`config.mk`:
```
export PLATFORM = sky130hd
export DESIGN_NAME = fft_stage_sequencer
export DESIGN_NICKNAME = d
export VERILOG_FILES = /design/src/rtl/fft_stage_sequencer.sv
export SDC_FILE = /design/constraint.sdc
export NUM_CORES = 1
export LEC_CHECK = 0
export CAP_MARGIN = 20
export CORE_MARGIN = 1
export CORE_UTILIZATION = 45
export CTS_CLUSTER_DIAMETER = 30
export DETAILED_ROUTE_END_ITERATION = 8
export PLACE_DENSITY = 0.68
export SLEW_MARGIN = 15
export SYNTH_ARGS = -nofsm -noshare
export SYNTH_HDL_FRONTEND = slang
export SYNTH_SLANG_ARGS = --single-unit
```
`constraint.sdc`:
```
create_clock -name clk -period 5.9 [get_ports clk]
set_clock_uncertainty 0.2 [all_clocks]
set_input_delay 1.18 -clock clk [delete_from_list [all_inputs] [get_ports clk]]
set_output_delay 1.18 -clock clk [all_outputs]
set_load 0.02 [all_outputs]
```
`src/rtl/fft_stage_sequencer.sv`:
```
// rtl/fft_stage_sequencer.sv - issue-side stage/slot sequencer for the 1024-point in-place FFT
module fft_stage_sequencer #(
  parameter int READ_LATENCY = 1
) (
  input  logic       clk,
  input  logic       rst_n,
  input  logic       i_start,
  input  logic       i_wb_valid,
  output logic       o_rd_en,
  output logic [7:0] o_rd_addr1,
  output logic [7:0] o_rd_addr2,
  output logic       o_dp_valid,
  output logic [7:0] o_dp_addr1,
  output logic [7:0] o_dp_addr2,
  output logic [9:0] o_dp_stride,
  output logic [8:0] o_dp_twiddle1,
  output logic [8:0] o_dp_twiddle2,
  output logic [8:0] o_dp_twiddle3,
  output logic [8:0] o_dp_twiddle4,
  output logic       o_busy,
  output logic       o_done,
  output logic [3:0] o_stage,
  output logic       o_err
);

  // addr1, addr2, stride, four twiddles
  localparam int PW = 8 + 8 + 10 + 36;

  typedef enum logic [1:0] {IDLE = 2'd0, ISSUE = 2'd1, DRAIN = 2'd2} state_t;

  state_t        state;
  logic [6:0]    k;
  logic [7:0]    wb_cnt;
  logic [9:0]    iss_stride;
  logic [35:0]   iss_tw;

  logic          wb_hit;
  logic [8:0]    cnt_sum;
  logic [7:0]    cnt_sat;
  logic          drain_done;
  logic          issue_next;
  logic [3:0]    nxt_s;
  logic [6:0]    nxt_k;
  logic [7:0]    nxt_a1;
  logic [7:0]    nxt_a2;
  logic [2:0]    nxt_b;
  logic [35:0]   nxt_tw;

  logic [READ_LATENCY-1:0] pipe_valid;
  logic [PW-1:0]           pipe_data [READ_LATENCY];

  // Bit position where the butterfly partner bit is spliced into the word address.
  function automatic logic [2:0] split_bit(input logic [3:0] s);
    return (s < 4'd2) ? 3'd0 : 3'(s - 4'd2);
  endfunction

  function automatic logic [7:0] top_addr(input logic [3:0] s, input logic [6:0] kk);
    logic [7:0] k8;
    logic [7:0] low;
    k8  = {1'b0, kk};
    low = (8'd1 << split_bit(s)) - 8'd1;
    return ((k8 & ~low) << 1) | (k8 & low);
  endfunction

  function automatic logic [8:0] tw_gen(input logic [3:0] s, input logic [6:0] kk,
                                        input logic [1:0] n);
    logic [8:0] m;
    logic [8:0] mask;
    logic [8:0] masked;
    m      = {kk, n};
    mask   = 9'((10'd1 << s) - 10'd1);
    masked = m & mask;
    return masked << (4'd9 - s);
  endfunction

  // Writeback accounting and selection of the slot to present on the next cycle.
  always_comb begin
    wb_hit     = i_wb_valid && (state != IDLE);
    cnt_sum    = {1'b0, wb_cnt} + {8'd0, wb_hit};
    cnt_sat    = (cnt_sum >= 9'd128) ? 8'd128 : cnt_sum[7:0];
    drain_done = (state == DRAIN) && (cnt_sum >= 9'd128);
    issue_next = 1'b0;
    nxt_s      = o_stage;
    nxt_k      = k + 7'd1;
    case (state)
      IDLE: begin
        if (i_start) begin
          issue_next = 1'b1;
          nxt_s      = 4'd0;
          nxt_k      = 7'd0;
        end
      end
      ISSUE: begin
        if (k != 7'd127) issue_next = 1'b1;
      end
      DRAIN: begin
        if (drain_done && (o_stage != 4'd9)) begin
          issue_next = 1'b1;
          nxt_s      = o_stage + 4'd1;
          nxt_k      = 7'd0;
        end
      end
      default: issue_next = 1'b0;
    endcase
    nxt_b  = split_bit(nxt_s);
    nxt_a1 = top_addr(nxt_s, nxt_k);
    nxt_a2 = nxt_a1 | (8'd1 << nxt_b);
    nxt_tw = {tw_gen(nxt_s, nxt_k, 2'd0), tw_gen(nxt_s, nxt_k, 2'd1),
              tw_gen(nxt_s, nxt_k, 2'd2), tw_gen(nxt_s, nxt_k, 2'd3)};
  end

  // Stage/slot FSM with registered read strobe, read addresses and status flags.
  always_ff @(posedge clk) begin
    if (!rst_n) begin
      state      <= IDLE;
      o_stage    <= 4'd0;
      k          <= 7'd0;
      wb_cnt     <= 8'd0;
      o_rd_en    <= 1'b0;
      o_rd_addr1 <= 8'd0;
      o_rd_addr2 <= 8'd0;
      iss_stride <= 10'd0;
      iss_tw     <= 36'd0;
      o_busy     <= 1'b0;
      o_done     <= 1'b0;
      o_err      <= 1'b0;
    end else begin
      o_done  <= 1'b0;
      o_rd_en <= issue_next;
      if (issue_next) begin
        o_stage    <= nxt_s;
        k          <= nxt_k;
        o_rd_addr1 <= nxt_a1;
        o_rd_addr2 <= nxt_a2;
        iss_stride <= 10'd1 << nxt_s;
        iss_tw     <= nxt_tw;
      end
      case (state)
        IDLE: begin
          if (i_start) begin
            state  <= ISSUE;
            wb_cnt <= 8'd0;
            o_busy <= 1'b1;
            o_err  <= 1'b0;
          end
        end
        ISSUE: begin
          wb_cnt <= cnt_sat;
          // Reaching the full count before every read is out means the datapath overran.
          if (wb_hit && (cnt_sum >= 9'd128)) o_err <= 1'b1;
          if (k == 7'd127) state <= DRAIN;
        end
        DRAIN: begin
          if (wb_hit && (wb_cnt == 8'd128)) o_err <= 1'b1;
          if (drain_done) begin
            wb_cnt <= 8'd0;
            if (o_stage == 4'd9) begin
              state  <= IDLE;
              o_busy <= 1'b0;
              o_done <= 1'b1;
            end else begin
              state <= ISSUE;
            end
          end else begin
            wb_cnt <= cnt_sat;
          end
        end
        default: state <= IDLE;
      endcase
    end
  end

  // Delay line that aligns the datapath fields with the SRAM read data.
  always_ff @(posedge clk) begin
    if (!rst_n) begin
      pipe_valid <= '0;
      for (int i = 0; i < READ_LATENCY; i++) pipe_data[i] <= '0;
    end else begin
      pipe_valid[0] <= o_rd_en;
      pipe_data[0]  <= {o_rd_addr1, o_rd_addr2, iss_stride, iss_tw};
      for (int i = 1; i < READ_LATENCY; i++) begin
        pipe_valid[i] <= pipe_valid[i-1];
        pipe_data[i]  <= pipe_data[i-1];
      end
    end
  end

  assign o_dp_valid    = pipe_valid[READ_LATENCY-1];
  assign o_dp_addr1    = pipe_data[READ_LATENCY-1][61:54];
  assign o_dp_addr2    = pipe_data[READ_LATENCY-1][53:46];
  assign o_dp_stride   = pipe_data[READ_LATENCY-1][45:36];
  assign o_dp_twiddle1 = pipe_data[READ_LATENCY-1][35:27];
  assign o_dp_twiddle2 = pipe_data[READ_LATENCY-1][26:18];
  assign o_dp_twiddle3 = pipe_data[READ_LATENCY-1][17:9];
  assign o_dp_twiddle4 = pipe_data[READ_LATENCY-1][8:0];

endmodule
```
# [Word-level counts from Yosys, hierarchy flattened]
# Memories as Yosys holds them, arrays and structs flattened.
# Cells that the tools add are included.
[op_classes] n_addsub=7 order_cmp=2 eq_ne=13 n_shift=6 muxes=33 n_bitwise=9 n_reduce_logical=15
[op_table] op="$mux W62" n=1
[op_table] op="$reduce_or A62 Y1" n=1
[op_table] op="$and A9 B9 Y9" n=4
[op_table] op="$shl A9 B4 Y9" n=4
[op_table] op="$mux W8" n=3
[op_table] op="$pmux W8 S3" n=1
[op_table] op="$or A8 B8 Y8" n=2
[op_table] op="$mux W1" n=14
[op_table] op="$mux W7" n=2
[op_table] op="$pmux W7 S2" n=1
[op_table] op="$shl A1 B4 Y10 const A" n=1
[op_table] op="$add A8 B1 Y9" n=1
[op_table] op="$ge A9 B8 Y1 const B" n=1
[op_table] op="$sub A9 B1 Y9 const B" n=1
[op_table] op="$and A7 B8 Y8" n=1
[op_table] op="$eq A8 B8 Y1 const B" n=1
[op_table] op="$mux W4" n=2
[op_table] op="$ne A2 B2 Y1 const B" n=4
[op_table] op="$pmux W4 S2" n=1
[op_table] op="$reduce_and A4 Y1" n=2
[op_table] op="$shl A1 B3 Y8 const A" n=1
[op_table] op="$sub A8 B1 Y8 const B" n=1
[op_table] op="$add A7 B1 Y7 const B" n=1
[op_table] op="$and A7 B7 Y7" n=1
[op_table] op="other kinds (23)" n=33
[word_totals] register_bits=88 ram_bits=62 wordCells=99 n_memories=1
[mem_list] name="pipe_data" words=1 word_bits=62 read_ports=1 rd_ports_with_merged_regs=0 wr=1 line="50" source="logic [PW-1:0] pipe_data [READ_LATENCY];"

# [Depth between registers and ports, before layout]
[logic_depth] ltp_word=16 depth_mapped=24

# [Least setup slack after synthesis]
# Ideal clock, no wire load.
[synth_timing] path_type="input -> register" startpoint="input port i_wb_valid" endpoint="register o_rd_addr2[7]" setup_time_ns=0.122 arrival_time_ns=4.969 path_slack_ns=0.609 cell_stages=22 n_path_buf=4 path_cell_list="nor2b_1 > ha_1 > ha_1 > inv_1 > and4_1 > or4_1 > buf_2 > a21oi_4 > inv_2 > buf_6 > ha_1 > clkbuf_1 > clkbuf_1 > nand3_1 > ha_1 > nor3_1 > or3_1 > inv_1 > nand2_1 > a21oi_1 > a311oi_1 > nor2_1"
[synth_between] elab_chain_cells=15 elab_cells_between_ends=21 cone_classes="add/sub: 3; order compare: 2; shift: 1; mux: 7; bitwise: 5; reduce/logical: 3"
[synth_lines] item="start: declaration" line="8" source="input logic i_wb_valid,"
[synth_lines] item="$logic_and A1 B1 Y1 *" line="78" source="wb_hit = i_wb_valid && (state != IDLE);"
[synth_lines] item="$add A8 B1 Y9 *" line="79" source="cnt_sum = {1'b0, wb_cnt} + {8'd0, wb_hit};"
[synth_lines] item="$ge A9 B8 Y1 *" line="81" source="drain_done = (state == DRAIN) && (cnt_sum >= 9'd128);"
[synth_lines] item="$logic_and A1 B1 Y1 *" line="81"
[synth_lines] item="$logic_and A1 B1 Y1 *" line="97" source="if (drain_done && (o_stage != 4'd9)) begin"
[synth_lines] item="$mux W4 *" line="97"
[synth_lines] item="$pmux W4 S2 *" line="85" source="case (state)"
[synth_lines] item="via nxt_s[1]" line="42" source="logic [3:0] nxt_s;"
[synth_lines] item="$lt A4 B2 Y1 / $sub A3 B2 Y3 (equally long branches)" line="54" source="return (s < 4'd2) ? 3'd0 : 3'(s - 4'd2);"
[synth_lines] item="$mux W3 *" line="54"
[synth_lines] item="$shl A1 B3 Y8 *" line="61, 107"
[synth_lines] item="$sub A8 B1 Y8" line="61" source="low = (8'd1 << split_bit(s)) - 8'd1;"
[synth_lines] item="$not A7 Y7" line="62" source="return ((k8 & ~low) << 1) | (k8 & low);"
[synth_lines] item="$and A7 B7 Y7" line="62"
[synth_lines] item="$or A8 B8 Y8" line="62"
[synth_lines] item="$or A8 B8 Y8 *" line="107" source="nxt_a2 = nxt_a1 | (8'd1 << nxt_b);"
[synth_lines] item="end signal: assignment" line="134" source="o_rd_addr2 <= nxt_a2;"
[synth_lines] item="end: declaration" line="11" source="output logic [7:0] o_rd_addr2,"
# The timed path passes the listed nets; every way through them passes the cells marked *.
# A chain may end at the register's enable or synchronous reset.

# [Worst setup path after layout]
[layout_timing] startpoint="input port i_wb_valid" endpoint="register iss_tw[8]"
[layout_between] elab_chain_cells=11 elab_cells_between_ends=16 cone_classes="add/sub: 3; order compare: 1; shift: 2; mux: 6; bitwise: 1; reduce/logical: 3"
[layout_lines] item="$logic_and A1 B1 Y1 *" line="78"
[layout_lines] item="$add A8 B1 Y9 *" line="79"
[layout_lines] item="$ge A9 B8 Y1 *" line="81"
[layout_lines] item="$logic_and A1 B1 Y1 *" line="81"
[layout_lines] item="$logic_and A1 B1 Y1 *" line="97"
[layout_lines] item="$mux W4" line="97"
[layout_lines] item="$pmux W4 S2" line="85"
[layout_lines] item="$shl A1 B4 Y10"
[layout_lines] item="$sub A9 B1 Y9" line="71" source="mask = 9'((10'd1 << s) - 10'd1);"
[layout_lines] item="$and A9 B9 Y9" line="72" source="masked = m & mask;"
[layout_lines] item="$shl A9 B4 Y9" line="73" source="return masked << (4'd9 - s);"
[layout_lines] item="end signal: assignment" line="136" source="iss_tw <= nxt_tw;"
[layout_lines] item="end: declaration" line="35" source="logic [35:0] iss_tw;"
# Every way passes the cells marked *; elsewhere a longest branch is shown, timed or not.

==> parameters.txt <==
Parameter                              Value

Status
  Outcome ... completed

Timing
  Post-layout min period ... roughly 5400 ps
  Transition at the pin with the smallest max-transition slack ... 988 ps
  Post-route clock period utilization ... 0.910
  RSZ-0062 raised after global routing ... no
  Final max-slew violation count ... 0
  Count of endpoints failing setup in the final report ... 0
  Highest achievable clock rate ... between 150 and 200 MHz
  Hold violation count in the final report ... 0
  Headroom to the max-slew limit ... 0.342
  Final-layout setup total negative slack ... 0 ps

Routing
  Post-Route WL ... 15.3 mm
  Number of DRC violations after detailed-routing iteration 0 ... 340
  Wire length per cell ... roughly 17 um
  Vias after detailed routing ... between 4000 and 5000
  First drt pass iteration count ... 5
  Via-to-Cell Ratio ... about 5.4
  Count of unresolved DRC violations after routing ... 0
  Count of nets left with antenna violations after detail routing ... 0

Final layout
  P&R area growth vs syn ... 27.7%
  Post-layout util ... 0.598
  Nets ... about 760
  Fraction of final layout cells with drive strength greater than 1 ... 0.0979
  Diode insertion count for antenna repair ... 0

Pwr
  Relative contribution of combinational cells to total power ... 0.416
  Static leakage ... slightly below 0.003 uW
  Part of the total power dissipated in the clock network ... 0.284
  Pwr/cell area ... approximately 530 nW/um^2
  Fraction of power spent switching nets ... 0.392
  Flop pwr share ... 0.301
  Maximum resistive drop on vdd ... 0.000206 V
  Cell internal pwr ... approximately 2500 uW
  Switching Power ... about 1600 uW

Clock network
  Clk slew on worst S/H paths ... 60 ps
  Cell at the root of the clock tree ... sky130_fd_sc_hd__clkbuf_16
  Post_cts resized ... 0
  Hold buffer count at CTS ... 0
  Maximum buffer depth of the clock tree ... 2
  Later-pin clock latency in the skew report ... between 400 and 500 ps
  Post-CTS Setup Inserts ... 0
  CTS sink cnt ... between 100 and 150
  TritonCTS clock tree ... yes
  H-tree level count ... 4
  Number of buffers inserted during clock tree synthesis ... 17

Yosys
  Synth top cells by count ... sky130_fd_sc_hd__dfxtp_1 (142), sky130_fd_sc_hd__nor2_1 (69), sky130_fd_sc_hd__nand2_1 (64)
  Largest family of logic cells by synthesized area ... simple AND/OR/NAND/NOR gates
  Adder and majority cell fraction of the synthesized area ... 0.0355
  Number of instances in the synthesized netlist ... 660
  Post-Syn Area ... ~6000 um^2
  Count of yosys warnings during synthesis ... 0
  Synthesized-area fraction occupied by xor and xnor cells ... 0.0219
  Most repeated cell in the gate-level netlist after synthesis ... sky130_fd_sc_hd__dfxtp_1
  Post-synthesis cell type with the largest combined area ... sky130_fd_sc_hd__dfxtp_1
  Synthesis-stage register bit count ... between 100 and 150
  Post-synthesis area per instance ... 9.07 um^2
  Synthesized-area fraction occupied by ao, oa, aoi and oai cells ... 0.167
  Share of synthesized area spent on multiplexers ... 0.0100
  Share of the synthesized area in the top cell type ... 0.475
  Unique masters post-synth ... 66
  Post-synthesis simple-gate area fraction ... 0.247
  Portion of the post-synthesis area used by sequential elements ... 0.475
  Async set-or-reset flop fraction in the synthesized netlist ... 0
  Cell types occupying the most area after synthesis ... sky130_fd_sc_hd__dfxtp_1 (47%), sky130_fd_sc_hd__and2_1 (6.4%), sky130_fd_sc_hd__nor2_1 (4.3%), sky130_fd_sc_hd__nand2_1 (4.0%), sky130_fd_sc_hd__ha_1 (3.6%)
  Post-synth EDFFs ... 0
  Predominant post-synthesis flop cell ... sky130_fd_sc_hd__dfxtp_1

Worst setup path
  Worst-path cell with the longest stage delay ... sky130_fd_sc_hd__or4_1
  Required time worst endpoint ... around 6000 ps
  Category of cells accounting for the largest share of critical-path delay ... simple AND/OR/NAND/NOR gates
  Arrival time worst endpoint ... around 5500 ps
  Worst r2r path cells ... 18
  Delay of the slowest cell on the worst path ... a little over 700 ps
  Number of stages on the worst setup path ... 17
  Startpoint kind of the worst setup timing path ... input pin
  Crit-path most repeated cell ... sky130_fd_sc_hd__ha_1
  Crit path capture type ... flop
  Buffering stage count on the worst path with inverters included ... 3
  Cell-by-cell trace of the critical path ... clkdlybuf4s50_1, nor2b_1, ha_1, ha_1, inv_1, and4_1, or4_1, a21oi_4, inv_2, or3_1, ha_1, and4b_1, o221ai_1, o211ai_1, o31ai_1, nand2_1, o2111a_1
  Crit path max fanout ... 12
  Critical Setup Path Class ... input pin to flop

Worst hold path
  HP Class ... flop to flop
  Min-Delay Path Depth ... 2

GRT
  Global-route wire length before repair ... around 25 mm
  Congestion Overflow GR ... 0
  Largest net degree at the start of global routing ... 75
  Initial antenna violation count ... 0
  Overall routing resource usage ... 0.229
  Number of global-route vias before repair ... roughly 4700

Place
  Final Wtd Congestion ... 0.885
  Buffers added on ports ... 87
  Sum of net half-perimeters after detailed placement ... about 11 mm

Floorplan
  Overall die area ... 13800 um^2
  Site row count ... 41
  Area of the placeable core ... roughly 13000 um^2
  Count of boundary I/O pins ... 91
  Starting density of the core ... 0.469
  Die Ht ... around 120 um
  X dimension of the die ... 117 um

Run
  MaxCap Viol Count ... 0
==> state kept, by name, indices dropped and copies added, names as in the netlist, 4 cells and up <==
signal      cells
iss_stride     10
o_rd_addr2      8
o_stage         4
o_rd_addr1      8
k               7
pipe_data      58
wb_cnt          8
iss_tw         32
==> tightest hold or removal path, stage by stage, from the launching register on <==
cell and delay (ps):
sky130_fd_sc_hd__dfxtp_1 300, sky130_fd_sc_hd__nand2_1 50, sky130_fd_sc_hd__a21oi_1 50
==> power groups by stage <==
stage               registers, uW  clock network (uW)  logic, uW
CTS                          1210                1160       1670
global route                 1240                1220       1810
finish                       1210                1150       1680
global placement             1230                   0       1640
detailed placement           1230                   0       1660
floorplan                    1320                   0       1010
==> metrics by stage <==
step / instance area [um^2] / setup slack, ps / std cells / power, uW / hold WS [ps]
after detailed placement: 7010 / 145 / 896 / 2890 / 242
after floorplan: 5990 / 609 / 662 / 2330 / 227
after CTS: 7640 / 584 / 928 / 4040 / 255
final: 7640 / 529 / 928 / 4040 / 246
after global routing: 7640 / 219 / 928 / 4260 / 275
after global placement: 7010 / 282 / 896 / 2870 / 237
==> cells by family (layout without fill, tap and decap cells) <==
logic type / Yosys count / in the layout
flops: 142 / 142
xor+xnor: 15 / 15
compound gates: 136 / 136
simple gates: 288 / 288
buf+inv: 55 / 149
fa+ha+maj: 17 / 17
other cells: 1 / 3
mux: 6 / 6
==> layout by cell type (no fill, tap or decap), types with 4 or more instances in the layout <==
| cell | n |
|---|---|
| sky130_fd_sc_hd__buf_4 | 18 |
| sky130_fd_sc_hd__nand2b_1 | 9 |
| sky130_fd_sc_hd__o21ai_0 | 18 |
| sky130_fd_sc_hd__a31oi_1 | 8 |
| sky130_fd_sc_hd__xor2_1 | 9 |
| sky130_fd_sc_hd__a211oi_1 | 4 |
| sky130_fd_sc_hd__nor4b_1 | 5 |
| sky130_fd_sc_hd__o21a_1 | 4 |
| sky130_fd_sc_hd__and2_1 | 61 |
| sky130_fd_sc_hd__xnor2_1 | 6 |
| sky130_fd_sc_hd__nor3_1 | 14 |
| sky130_fd_sc_hd__nor2b_1 | 6 |
| sky130_fd_sc_hd__clkinvlp_4 | 5 |
| sky130_fd_sc_hd__nand4_1 | 7 |
| sky130_fd_sc_hd__nor2_1 | 69 |
| sky130_fd_sc_hd__dfxtp_1 | 142 |
| sky130_fd_sc_hd__clkbuf_16 | 17 |
| sky130_fd_sc_hd__o211ai_1 | 7 |
| sky130_fd_sc_hd__nand2_1 | 64 |
| sky130_fd_sc_hd__bufinv_16 | 4 |
| sky130_fd_sc_hd__a22oi_1 | 7 |
| sky130_fd_sc_hd__nand3_1 | 26 |
| sky130_fd_sc_hd__ha_1 | 17 |
| sky130_fd_sc_hd__mux2i_1 | 6 |
| sky130_fd_sc_hd__nand3b_1 | 4 |
| sky130_fd_sc_hd__a21oi_1 | 31 |
| sky130_fd_sc_hd__clkdlybuf4s50_1 | 86 |
| sky130_fd_sc_hd__o2bb2ai_1 | 14 |
| sky130_fd_sc_hd__o221a_2 | 4 |
| sky130_fd_sc_hd__inv_1 | 11 |
| sky130_fd_sc_hd__o31ai_1 | 4 |
| sky130_fd_sc_hd__a22o_1 | 7 |
==> final cells by class <==
| type | count | area (um^2) |
|---|---|---|
| Multi-Input combinational cell | 465 | 2910 |
| Clock inverter | 15 | 209 |
| Sequential cell | 142 | 2840 |
| Timing Repair Buffer | 105 | 1000 |
| Clock buffer | 17 | 425 |
| Inverter | 12 | 45.0 |
| Fill cell | 1103 | 5130 |
| Tap cell | 172 | 215 |
==> final timing paths <==
kind                      start       endpoint  slack (ps)
setup / recovery     i_wb_valid      iss_tw[8]         530
hold / removal    iss_stride[5]  iss_stride[5]         250
setup reg to reg       state[0]      iss_tw[8]         940
hold reg to reg   iss_stride[5]  iss_stride[5]         250
==> metal layers <==
layer / vias to the layer above / routed length, um / global-route usage
met5: - / 0 / 0
met4: 0 / 247 / 0.0836
met3: 23 / 758 / 0.0603
met1: 2314 / 7380 / 0.307
met2: 163 / 6930 / 0.353
li1: 2471 / - / -
Note: power is estimated with default switching activity, not from simulation.
